### src/rtl/uart_rx.sv
// uart_rx: UART receiver, 1 start bit, PAYLOAD_BITS data bits (LSB first), 1 stop bit, with break detection.
// Optional feature macro: UART_RX_PARITY_EN adds an even-parity bit and the uart_rx_perr output.
module uart_rx #(
  parameter int CLK_HZ       = 50000000,
  parameter int BIT_RATE     = 115200,
  parameter int PAYLOAD_BITS = 8
) (
  input  logic                    clk,
  input  logic                    resetn,
  input  logic                    uart_rxd,
  input  logic                    uart_rx_en,
  output logic                    uart_rx_valid,
  output logic [PAYLOAD_BITS-1:0] uart_rx_data,
  output logic                    uart_rx_break
`ifdef UART_RX_PARITY_EN
  ,
  output logic                    uart_rx_perr
`endif
);

  localparam int CYCLES_PER_BIT = CLK_HZ / BIT_RATE;
  localparam int HALF_BIT       = CYCLES_PER_BIT / 2;
  localparam int CNT_W          = $clog2(CYCLES_PER_BIT + 1);
  localparam int BIT_W          = $clog2(PAYLOAD_BITS + 1);
  localparam logic [CNT_W-1:0] FULL_LAST = CNT_W'(CYCLES_PER_BIT - 1);
  localparam logic [CNT_W-1:0] HALF_LAST = CNT_W'(HALF_BIT - 1);
  localparam logic [BIT_W-1:0] BIT_LAST  = BIT_W'(PAYLOAD_BITS - 1);

  typedef enum logic [2:0] {
    IDLE,
    START,
    RECV,
    STOP
`ifdef UART_RX_PARITY_EN
    ,
    PARITY
`endif
  } state_t;

  state_t                  state, state_nxt;
  logic                    rxd_p0, rxd_p1, rxd_p2;
  logic                    fall;
  logic [CNT_W-1:0]        cycle_cnt;
  logic [BIT_W-1:0]        bit_cnt;
  logic [PAYLOAD_BITS-1:0] shreg;
  logic                    full_hit;
  logic                    cnt_clr;
  logic                    shift_en;
  logic                    valid_nxt;
  logic                    break_nxt;
`ifdef UART_RX_PARITY_EN
  logic                    par_bit;
  logic                    par_cap;
  logic                    perr_nxt;
`endif

  // Stage p0/p1: metastability synchronizer; p2 holds the previous synchronized value for edge detect
  always_ff @(posedge clk or negedge resetn) begin
    if (!resetn) begin
      rxd_p0 <= 1'b1;
      rxd_p1 <= 1'b1;
      rxd_p2 <= 1'b1;
    end else begin
      rxd_p0 <= uart_rxd;
      rxd_p1 <= rxd_p0;
      rxd_p2 <= rxd_p1;
    end
  end

  assign fall     = rxd_p2 & ~rxd_p1;
  assign full_hit = (cycle_cnt == FULL_LAST);

  always_ff @(posedge clk or negedge resetn) begin
    if (!resetn) state <= IDLE;
    else         state <= state_nxt;
  end

  always_comb begin
    state_nxt = state;
    cnt_clr   = 1'b0;
    shift_en  = 1'b0;
    valid_nxt = 1'b0;
    break_nxt = 1'b0;
`ifdef UART_RX_PARITY_EN
    par_cap   = 1'b0;
    perr_nxt  = 1'b0;
`endif
    case (state)
      IDLE: begin
        if (uart_rx_en && fall) begin
          state_nxt = START;
          cnt_clr   = 1'b1;
        end
      end
      START: begin
        // A start bit that is high again at mid-bit was a glitch
        if (cycle_cnt == HALF_LAST) begin
          cnt_clr   = 1'b1;
          state_nxt = rxd_p1 ? IDLE : RECV;
        end
      end
      RECV: begin
        if (full_hit) begin
          cnt_clr  = 1'b1;
          shift_en = 1'b1;
          if (bit_cnt == BIT_LAST) begin
`ifdef UART_RX_PARITY_EN
            state_nxt = PARITY;
`else
            state_nxt = STOP;
`endif
          end
        end
      end
`ifdef UART_RX_PARITY_EN
      PARITY: begin
        if (full_hit) begin
          cnt_clr   = 1'b1;
          par_cap   = 1'b1;
          state_nxt = STOP;
        end
      end
`endif
      STOP: begin
        if (full_hit) begin
          cnt_clr   = 1'b1;
          state_nxt = IDLE;
          if (rxd_p1) begin
`ifdef UART_RX_PARITY_EN
            // Even parity: data bits plus parity bit must hold an even count of ones
            if ((^shreg) ^ par_bit) perr_nxt = 1'b1;
            else                    valid_nxt = 1'b1;
`else
            valid_nxt = 1'b1;
`endif
          end else if (shreg == '0) begin
            break_nxt = 1'b1;
          end
        end
      end
      default: state_nxt = IDLE;
    endcase
    if (state != IDLE && !uart_rx_en) begin
      state_nxt = IDLE;
      shift_en  = 1'b0;
      valid_nxt = 1'b0;
      break_nxt = 1'b0;
`ifdef UART_RX_PARITY_EN
      par_cap   = 1'b0;
      perr_nxt  = 1'b0;
`endif
    end
  end

  always_ff @(posedge clk or negedge resetn) begin
    if (!resetn) begin
      cycle_cnt <= '0;
      bit_cnt   <= '0;
      shreg     <= '0;
    end else begin
      if (cnt_clr || state == IDLE) cycle_cnt <= '0;
      else                          cycle_cnt <= cycle_cnt + CNT_W'(1);
      if (state == IDLE)  bit_cnt <= '0;
      else if (shift_en)  bit_cnt <= bit_cnt + BIT_W'(1);
      if (shift_en) shreg <= {rxd_p1, shreg[PAYLOAD_BITS-1:1]};
    end
  end

`ifdef UART_RX_PARITY_EN
  always_ff @(posedge clk or negedge resetn) begin
    if (!resetn)      par_bit <= 1'b0;
    else if (par_cap) par_bit <= rxd_p1;
  end
`endif

  // Output register: data is loaded only together with the valid pulse
  always_ff @(posedge clk or negedge resetn) begin
    if (!resetn) begin
      uart_rx_valid <= 1'b0;
      uart_rx_break <= 1'b0;
      uart_rx_data  <= '0;
`ifdef UART_RX_PARITY_EN
      uart_rx_perr  <= 1'b0;
`endif
    end else begin
      uart_rx_valid <= valid_nxt;
      uart_rx_break <= break_nxt;
      if (valid_nxt) uart_rx_data <= shreg;
`ifdef UART_RX_PARITY_EN
      uart_rx_perr  <= perr_nxt;
`endif
    end
  end

endmodule

### config.mk
export PLATFORM = sky130hd
export DESIGN_NAME = uart_rx
export DESIGN_NICKNAME = d
export VERILOG_FILES = /design/src/rtl/uart_rx.sv
export SDC_FILE = /design/constraint.sdc
export NUM_CORES = 1
export LEC_CHECK = 0
export ABC_AREA = 1
export CORE_UTILIZATION = 30
export DETAILED_ROUTE_END_ITERATION = 16
export GPL_ROUTABILITY_DRIVEN = 0
export PLACE_DENSITY_LB_ADDON = 0.15
export SLEW_MARGIN = 20
export SYNTH_ARGS = -nofsm -noshare
export SYNTH_HDL_FRONTEND = slang
export SYNTH_SLANG_ARGS = --single-unit
### constraint.sdc
create_clock -name clk -period 2.25 [get_ports clk]
set_clock_uncertainty 0.05 [all_clocks]
set_input_delay 0.45 -clock clk [delete_from_list [all_inputs] [get_ports clk]]
set_output_delay 0.45 -clock clk [all_outputs]
set_load 0.01 [all_outputs]
==> impl_results.html, run 1 <==
<table>
<tr><th>Metric</th><th>Value</th></tr>
<tr><th colspan="2">Power and ir drop</th></tr>
<tr><td>Power density over the cells</td><td>766 nW/um^2</td></tr>
<tr><td>Proportion of power drawn by flip-flops and latches</td><td>46.4%</td></tr>
<tr><td>Pint</td><td>1.10 mW</td></tr>
<tr><td>Total Power Consumption</td><td>approximately 1.6 mW</td></tr>
<tr><td>Clock Power Share</td><td>35.4%</td></tr>
<tr><td>Leak</td><td>approximately 0.99 nW</td></tr>
<tr><td>Max rail drop VDD</td><td>approximately 290 uV</td></tr>
<tr><td>Part of the power in combinational logic</td><td>a little under a fifth</td></tr>
<tr><td>Power dissipated by switching net loads</td><td>0.468 mW</td></tr>
<tr><td>Switching power as a share of total power</td><td>29.8%</td></tr>
<tr><th colspan="2">Route</th></tr>
<tr><td>Vias per Instance</td><td>between 4 and 5</td></tr>
<tr><td>Number of routed nets with antenna violations</td><td>0</td></tr>
<tr><td>Final routed wirelength across all metal layers</td><td>3120 um</td></tr>
<tr><td>Total vias in the final route</td><td>1238</td></tr>
<tr><td>Initial DRC count</td><td>51</td></tr>
<tr><td>Pre-Repair DR Iteration Count</td><td>4</td></tr>
<tr><td>Remaining routing DRC violations</td><td>0</td></tr>
<tr><td>Routed len/inst</td><td>10.8 um</td></tr>
<tr><th colspan="2">Setup path</th></tr>
<tr><td>Peak fanout along the critical path</td><td>2</td></tr>
<tr><td>Reg-to-reg setup timing slack</td><td>580 ps</td></tr>
<tr><td>R2R Path End</td><td>bit_cnt[2]</td></tr>
<tr><td>Slowest Stage Delay on Critical Path</td><td>540 ps</td></tr>
<tr><td>Kind of end point of the critical path</td><td>output pin</td></tr>
<tr><td>Sequence of cells on the critical path</td><td>clkdlybuf4s50_1</td></tr>
<tr><td>Max stage delay cell, worst path</td><td>sky130_fd_sc_hd__clkdlybuf4s50_1</td></tr>
<tr><td>Worst R2R Path Depth</td><td>8</td></tr>
<tr><td>Req. time, crit path</td><td>1750 ps</td></tr>
<tr><td>Buffers plus inverters on the worst setup path</td><td>1</td></tr>
<tr><td>Top Family by Delay on Critical Path</td><td>buffers and inverters</td></tr>
<tr><td>Reg2Reg Launch Point</td><td>cycle_cnt[1]</td></tr>
<tr><td>Start-to-end type of the worst setup path</td><td>register to output pin</td></tr>
<tr><td>Arrival time worst endpoint</td><td>1180 ps</td></tr>
<tr><td>Sort of element at the start of the critical path</td><td>register</td></tr>
<tr><th colspan="2">Clocking</th></tr>
<tr><td>Buffer cell driving the clock tree root</td><td>sky130_fd_sc_hd__clkbuf_8</td></tr>
<tr><td>Count of cells resized by post-cts repair</td><td>0</td></tr>
<tr><td>H-tree levels</td><td>2</td></tr>
<tr><td>Post-CTS Repair Setup Buffers</td><td>0</td></tr>
<tr><td>Number of hold buffers added after cts</td><td>0</td></tr>
<tr><td>TritonCTS Sinks</td><td>36</td></tr>
<tr><td>Clock-pin slew reported for the worst setup and hold paths after clock tree synthesis</td><td>70 ps</td></tr>
<tr><td>Number of buffers inserted during clock tree synthesis</td><td>5</td></tr>
<tr><td>Clock tree from TritonCTS</td><td>done</td></tr>
<tr><td>Source-to-sink clock delay at the later pin of the worst-skew pair</td><td>about 290 ps</td></tr>
<tr><td>Buffer depth of the longest clock path</td><td>2</td></tr>
<tr><th colspan="2">Logic synthesis</th></tr>
<tr><td>Total nets after synthesis</td><td>slightly above 200</td></tr>
<tr><td>Post-synth top area share</td><td>48.0%</td></tr>
<tr><td>Post-synthesis instance area</td><td>1720 sq um</td></tr>
<tr><td>Average cell area after synthesis</td><td>8.82 sq um</td></tr>
<tr><td>Biggest area consumer among synthesized cells</td><td>sky130_fd_sc_hd__dfrtp_1</td></tr>
<tr><td>Top cells by area in the synthesized netlist</td><td>sky130_fd_sc_hd__dfrtp_1 48%, sky130_fd_sc_hd__nand2_1 11%, sky130_fd_sc_hd__o21ai_2 6.6%, sky130_fd_sc_hd__inv_1 6.5%, sky130_fd_sc_hd__dfstp_2 4.6%</td></tr>
<tr><td>Number of synthesis warnings</td><td>0</td></tr>
<tr><td>Sequential area share after synthesis</td><td>a little over half</td></tr>
<tr><td>Register bit count reported by yosys</td><td>36</td></tr>
<tr><td>Post-synth cell types</td><td>25</td></tr>
<tr><td>Synthesized instance count</td><td>195</td></tr>
<tr><th colspan="2">STA</th></tr>
<tr><td>Post-route setup slack</td><td>570 ps</td></tr>
<tr><td>Final max-slew violation count</td><td>0</td></tr>
<tr><td>Achievable Freq</td><td>0.595 GHz</td></tr>
<tr><td>Hold Fails Final Rpt</td><td>0</td></tr>
<tr><td>Transition time of the tightest slew-check pin</td><td>about 370 ps</td></tr>
<tr><td>Part of the cycle the worst path needs</td><td>74.7%</td></tr>
<tr><td>Worst slew margin relative to its limit</td><td>75.6%</td></tr>
<tr><td>Unrepaired setup endpoints after global routing</td><td>false</td></tr>
<tr><td>Final setup violation count</td><td>0</td></tr>
<tr><td>Period minus WS final</td><td>1680 ps</td></tr>
<tr><td>Total Negative Setup Slacks</td><td>0 ps</td></tr>
<tr><th colspan="2">Global route</th></tr>
<tr><td>Largest net degree at the start of global routing</td><td>20</td></tr>
<tr><td>Final global-route overflow total</td><td>0</td></tr>
<tr><td>Via count of the first global-routing pass</td><td>1214</td></tr>
<tr><td>Global routing usage summed across all routing layers</td><td>12.4%</td></tr>
<tr><td>Number of antenna violations at the first check in global routing</td><td>0</td></tr>
<tr><td>Wire length of the first global-routing pass</td><td>5620 um</td></tr>
<tr><th colspan="2">Place</th></tr>
<tr><td>Count of buffers inserted at the top-level ports</td><td>13</td></tr>
<tr><td>HPWL after detailed placement</td><td>2390 um</td></tr>
<tr><td>Area after detailed placement</td><td>1940 sq um</td></tr>
<tr><td>Placement Setup Slack</td><td>between 300 and 400 ps</td></tr>
<tr><th colspan="2">Run</th></tr>
<tr><td>Max-cap violations</td><td>0</td></tr>
<tr><th colspan="2">Floorplanning</th></tr>
<tr><td>FP Rows</td><td>27</td></tr>
<tr><td>Starting Density</td><td>31.2%</td></tr>
<tr><td>Core region area</td><td>roughly 5500 sq um</td></tr>
<tr><td>Count of boundary I/O pins</td><td>14</td></tr>
<tr><td>Die area</td><td>between 6000 and 7000 sq um</td></tr>
<tr><td>Die Span Y</td><td>77.7 um</td></tr>
<tr><td>Die Width</td><td>77.7 um</td></tr>
<tr><th colspan="2">Final layout</th></tr>
<tr><td>Fill cells</td><td>560</td></tr>
<tr><td>Count of nets after finishing</td><td>224</td></tr>
<tr><td>Final core utilization</td><td>37.2%</td></tr>
<tr><td>Layout cells sized above 1</td><td>15.7%</td></tr>
<tr><td>Most used cells in the layout excluding fill and tap cells</td><td>50 x sky130_fd_sc_hd__nand2_1, 33 x sky130_fd_sc_hd__dfrtp_1, 30 x sky130_fd_sc_hd__inv_1</td></tr>
<tr><td>Area Growth Syn to Fin</td><td>19.0%</td></tr>
<tr><td>Final Cell Area</td><td>roughly 2000 sq um</td></tr>
<tr><td>Leading cell type in the layout, fill and taps excluded</td><td>sky130_fd_sc_hd__nand2_1</td></tr>
<tr><td>Inserted Diodes</td><td>0</td></tr>
<tr><th colspan="2">Status</th></tr>
<tr><td>Result of the run</td><td>finished, final reports clean</td></tr>
<tr><th colspan="2">Worst hold path</th></tr>
<tr><td>Kind of path behind the tightest hold check</td><td>input pin to asynchronous set/reset pin</td></tr>
</table>
cells by family after synthesis:
| family | after synthesis | share of synthesized area (%) |
|---|---|---|
| buffers and inverters | 33 | 7.85 |
| AND/OR/NAND/NOR | 92 | 24.3 |
| AO/OA/AOI/OAI | 27 | 10.8 |
| flip-flops | 36 | 52.6 |
| XOR/XNOR | 3 | 1.53 |
| adder cells (fa/ha/maj) | 4 | 2.91 |
state kept, by name (all words and copies together) (netlist names):
register       cells
bit_cnt            4
cycle_cnt          9
rxd_p0             1
uart_rx_valid      1
uart_rx_break      1
state              2
uart_rx_data       8
rxd_p2             1
shreg              8
rxd_p1             1
area by class of cell:
class                   instances  area, sq um  share of cell area (%)
well taps                      72         90.1                    4.40
repair buffers                 16          148                    7.21
clock buffers                   6         72.6                    3.55
multi-input cells             126          681                    33.3
flip-flops and latches         36          905                    44.2
clock inverters                 2         35.0                    1.71
inverters                      31          116                    5.68
Yosys cell counts:
library cell	count
sky130_fd_sc_hd__nand4_4	1
sky130_fd_sc_hd__o21ai_0	7
sky130_fd_sc_hd__buf_6	1
sky130_fd_sc_hd__dfstp_2	3
sky130_fd_sc_hd__o21ai_2	13
sky130_fd_sc_hd__nand4_1	2
sky130_fd_sc_hd__nor2_1	18
sky130_fd_sc_hd__ha_1	4
sky130_fd_sc_hd__nand2_1	50
sky130_fd_sc_hd__nor2_4	1
sky130_fd_sc_hd__o211ai_1	1
sky130_fd_sc_hd__buf_4	1
sky130_fd_sc_hd__inv_1	30
sky130_fd_sc_hd__nand3_1	8
sky130_fd_sc_hd__o21ai_1	1
sky130_fd_sc_hd__dfrtp_1	33
sky130_fd_sc_hd__a21oi_1	5
sky130_fd_sc_hd__inv_2	1
sky130_fd_sc_hd__or2_0	1
sky130_fd_sc_hd__nor4_1	3
sky130_fd_sc_hd__nand2_2	1
sky130_fd_sc_hd__nor3_1	4
sky130_fd_sc_hd__nand3_2	2
sky130_fd_sc_hd__xor2_1	3
sky130_fd_sc_hd__nor2_2	1
per-layer routing:
layer | up-vias | routed length, um | GRT usage [%]
met2 | 13 | 1360 | 18.1
met4 | 0 | 66 | 6.23
met5 | - | 0 | 0
met3 | 6 | 92 | 4.00
met1 | 559 | 1600 | 16.3
li1 | 660 | - | -
stage by stage:
step	instances	hold WS [ps]
6_report	289	17.4
5_1_grt	289	35.8
4_1_cts	289	27.2
3_5_place_dp	281	297
3_3_place_gp	281	296
2_1_floorplan	195	104
worst max-delay path by stage:
| stage | start | end | slack [ps] | cells past startpoint |
|---|---|---|---|---|
| 2_1_floorplan | cycle_cnt[1] | shreg[5] | 850 | 8 |
| 3_3_place_gp | uart_rx_en | bit_cnt[2] | 310 | 5 |
| 3_5_place_dp | uart_rx_en | uart_rx_data[0] | 310 | 8 |
| 4_1_cts | uart_rx_data[2] | uart_rx_data[2] | 550 | 1 |
| 5_1_grt | cycle_cnt[1] | bit_cnt[0] | 380 | 7 |
| 6_report | uart_rx_data[0] | uart_rx_data[0] | 570 | 1 |
power groups by stage:
| stage | combinational, mW | clock (mW) | sequential (mW) |
|---|---|---|---|
| floorplan | 0.216 | 0 | 0.728 |
| global placement | 0.291 | 0 | 0.740 |
| detailed placement | 0.291 | 0 | 0.739 |
| CTS | 0.292 | 0.579 | 0.727 |
| global route | 0.337 | 0.615 | 0.733 |
| finish | 0.286 | 0.555 | 0.727 |
(Power assumes the default switching activity.)
==> inputs of run 2 (changes only) <==
- clock period: 2.25 -> 1.7 ns (I/O delays scaled with it)
==> impl_results.html, run 2 (synthesized netlist as in run 1, its figures left out) <==
<table>
<tr><th>Metric</th><th>Value</th></tr>
<tr><th colspan="2">Global route</th></tr>
<tr><td>Global routing usage summed across all routing layers</td><td>12.8%</td></tr>
<tr><td>Final global-route overflow total</td><td>0</td></tr>
<tr><td>Wire length of the first global-routing pass</td><td>5890 um</td></tr>
<tr><td>Via count of the first global-routing pass</td><td>1301</td></tr>
<tr><td>Number of antenna violations at the first check in global routing</td><td>0</td></tr>
<tr><td>Largest net degree at the start of global routing</td><td>37</td></tr>
<tr><th colspan="2">Setup path</th></tr>
<tr><td>Arrival time worst endpoint</td><td>1170 ps</td></tr>
<tr><td>Sequence of cells on the critical path</td><td>clkdlybuf4s50_1</td></tr>
<tr><td>Start-to-end type of the worst setup path</td><td>register to output pin</td></tr>
<tr><td>Reg2Reg Launch Point</td><td>cycle_cnt[1]</td></tr>
<tr><td>Worst R2R Path Depth</td><td>8</td></tr>
<tr><td>R2R Path End</td><td>shreg[1]</td></tr>
<tr><td>Buffers plus inverters on the worst setup path</td><td>1</td></tr>
<tr><td>Slowest Stage Delay on Critical Path</td><td>530 ps</td></tr>
<tr><td>Sort of element at the start of the critical path</td><td>register</td></tr>
<tr><td>Top Family by Delay on Critical Path</td><td>buffers and inverters</td></tr>
<tr><td>Max stage delay cell, worst path</td><td>sky130_fd_sc_hd__clkdlybuf4s50_1</td></tr>
<tr><td>Reg-to-reg setup timing slack</td><td>180 ps</td></tr>
<tr><td>Req. time, crit path</td><td>1310 ps</td></tr>
<tr><td>Peak fanout along the critical path</td><td>2</td></tr>
<tr><td>Kind of end point of the critical path</td><td>output pin</td></tr>
<tr><th colspan="2">Floorplanning</th></tr>
<tr><td>Starting Density</td><td>31.2%</td></tr>
<tr><td>Die Span Y</td><td>a little under 80 um</td></tr>
<tr><td>Die Width</td><td>77.7 um</td></tr>
<tr><td>Count of boundary I/O pins</td><td>14</td></tr>
<tr><td>FP Rows</td><td>27</td></tr>
<tr><td>Core region area</td><td>roughly 5500 sq um</td></tr>
<tr><td>Die area</td><td>between 6000 and 7000 sq um</td></tr>
<tr><th colspan="2">Final layout</th></tr>
<tr><td>Layout cells sized above 1</td><td>20.4%</td></tr>
<tr><td>Final core utilization</td><td>just under 40%</td></tr>
<tr><td>Most flops, register</td><td>cycle_cnt</td></tr>
<tr><td>Count of nets after finishing</td><td>233</td></tr>
<tr><td>Post-Layout Cell Count</td><td>between 200 and 300</td></tr>
<tr><td>Largest registers ranked by flip-flop count</td><td>cycle_cnt (9), shreg (8), uart_rx_data (8)</td></tr>
<tr><td>Leading cell type in the layout, fill and taps excluded</td><td>sky130_fd_sc_hd__nand2_1</td></tr>
<tr><td>Inserted Diodes</td><td>0</td></tr>
<tr><td>Area Growth Syn to Fin</td><td>23.9%</td></tr>
<tr><td>Max reg flops</td><td>9</td></tr>
<tr><td>Final Cell Area</td><td>~2100 sq um</td></tr>
<tr><td>Most used cells in the layout excluding fill and tap cells</td><td>48 x sky130_fd_sc_hd__nand2_1, 33 x sky130_fd_sc_hd__dfrtp_1, 29 x sky130_fd_sc_hd__inv_1</td></tr>
<tr><td>Fill cells</td><td>559</td></tr>
<tr><th colspan="2">Route</th></tr>
<tr><td>Initial DRC count</td><td>41</td></tr>
<tr><td>Vias per Instance</td><td>4.23</td></tr>
<tr><td>Routed len/inst</td><td>10.6 um</td></tr>
<tr><td>Final routed wirelength across all metal layers</td><td>~3200 um</td></tr>
<tr><td>Pre-Repair DR Iteration Count</td><td>4</td></tr>
<tr><td>Total vias in the final route</td><td>1260</td></tr>
<tr><td>Number of routed nets with antenna violations</td><td>0</td></tr>
<tr><td>Remaining routing DRC violations</td><td>0</td></tr>
<tr><th colspan="2">Place</th></tr>
<tr><td>Area after detailed placement</td><td>2010 sq um</td></tr>
<tr><td>Placement Setup Slack</td><td>-12.9 ps</td></tr>
<tr><td>HPWL after detailed placement</td><td>2330 um</td></tr>
<tr><td>Number of cells after detailed placement</td><td>289</td></tr>
<tr><td>Count of buffers inserted at the top-level ports</td><td>13</td></tr>
<tr><th colspan="2">Worst hold path</th></tr>
<tr><td>Kind of path behind the tightest hold check</td><td>input pin to asynchronous set/reset pin</td></tr>
<tr><th colspan="2">Clocking</th></tr>
<tr><td>Number of buffers inserted during clock tree synthesis</td><td>5</td></tr>
<tr><td>Source-to-sink clock delay at the later pin of the worst-skew pair</td><td>between 200 and 300 ps</td></tr>
<tr><td>Clock tree from TritonCTS</td><td>done</td></tr>
<tr><td>H-tree levels</td><td>2</td></tr>
<tr><td>Buffer depth of the longest clock path</td><td>2</td></tr>
<tr><td>Buffer cell driving the clock tree root</td><td>sky130_fd_sc_hd__clkbuf_8</td></tr>
<tr><td>Clock-pin slew reported for the worst setup and hold paths after clock tree synthesis</td><td>70 ps</td></tr>
<tr><td>TritonCTS Sinks</td><td>36</td></tr>
<tr><th colspan="2">STA</th></tr>
<tr><td>Achievable Freq</td><td>0.640 GHz</td></tr>
<tr><td>Period minus WS final</td><td>1560 ps</td></tr>
<tr><td>Total Negative Setup Slacks</td><td>0 ps</td></tr>
<tr><td>Post-route setup slack</td><td>137 ps</td></tr>
<tr><td>Final max-slew violation count</td><td>0</td></tr>
<tr><td>Final setup violation count</td><td>0</td></tr>
<tr><td>Worst slew margin relative to its limit</td><td>between 60% and 70%</td></tr>
<tr><td>Part of the cycle the worst path needs</td><td>just over 90%</td></tr>
<tr><td>Min Hold Slack</td><td>39.3 ps</td></tr>
<tr><td>Transition time of the tightest slew-check pin</td><td>455 ps</td></tr>
<tr><td>Hold Fails Final Rpt</td><td>0</td></tr>
<tr><td>Unrepaired setup endpoints after global routing</td><td>false</td></tr>
<tr><th colspan="2">Status</th></tr>
<tr><td>Result of the run</td><td>finished, final reports clean</td></tr>
<tr><th colspan="2">Run</th></tr>
<tr><td>Max-cap violations</td><td>0</td></tr>
<tr><th colspan="2">Power and ir drop</th></tr>
<tr><td>Leak</td><td>1.04 nW</td></tr>
<tr><td>Power density over the cells</td><td>1000 nW/um^2</td></tr>
<tr><td>Total Power Consumption</td><td>roughly 2.1 mW</td></tr>
<tr><td>Max rail drop VDD</td><td>315 uV</td></tr>
</table>
run 2: report_power, final:
group / internal [mW] / switching, mW
Sequential: 0.904 / 0.0450
Clock: 0.435 / 0.301
Combinational: 0.172 / 0.285
Total: 1.51 / 0.630
run 2: layout make-up:
cell class / count / area (sq um) / area share, %
clock buffers: 6 / 72.6 / 3.40
clock inverters: 2 / 35.0 / 1.64
inverters: 31 / 116 / 5.46
multi-input cells: 126 / 686 / 32.2
flip-flops and latches: 36 / 905 / 42.4
well taps: 72 / 90.1 / 4.23
repair buffers: 25 / 228 / 10.7
run 2: timing repair:
| action | 4_1_cts | 5_1_grt |
|---|---|---|
| resized for setup | 0 | 3 |
| endpoints found under the setup margin | 0 | 8 |
| hold buffers | 0 | 0 |
| setup buffers | 0 | 1 |
run 2: how the worst max path moves through the flow:
stage / startpoint / endpoint / depth (start not counted)
final: uart_rx_data[7] / uart_rx_data[7] / 1
after floorplan: cycle_cnt[1] / shreg[5] / 8
after global placement: uart_rx_en / uart_rx_data[7] / 8
after global routing: cycle_cnt[1] / state[0] / 11
after CTS: cycle_cnt[1] / cycle_cnt[8] / 9
after detailed placement: uart_rx_en / uart_rx_data[0] / 8
run 2: layer usage:
layer,up-vias,track usage (%),share of wire (%)
met5,-,0,0
met4,0,7.36,0.85
met3,2,2.94,2.8
met2,13,19.5,45
met1,566,16.6,51
li1,679,-,-
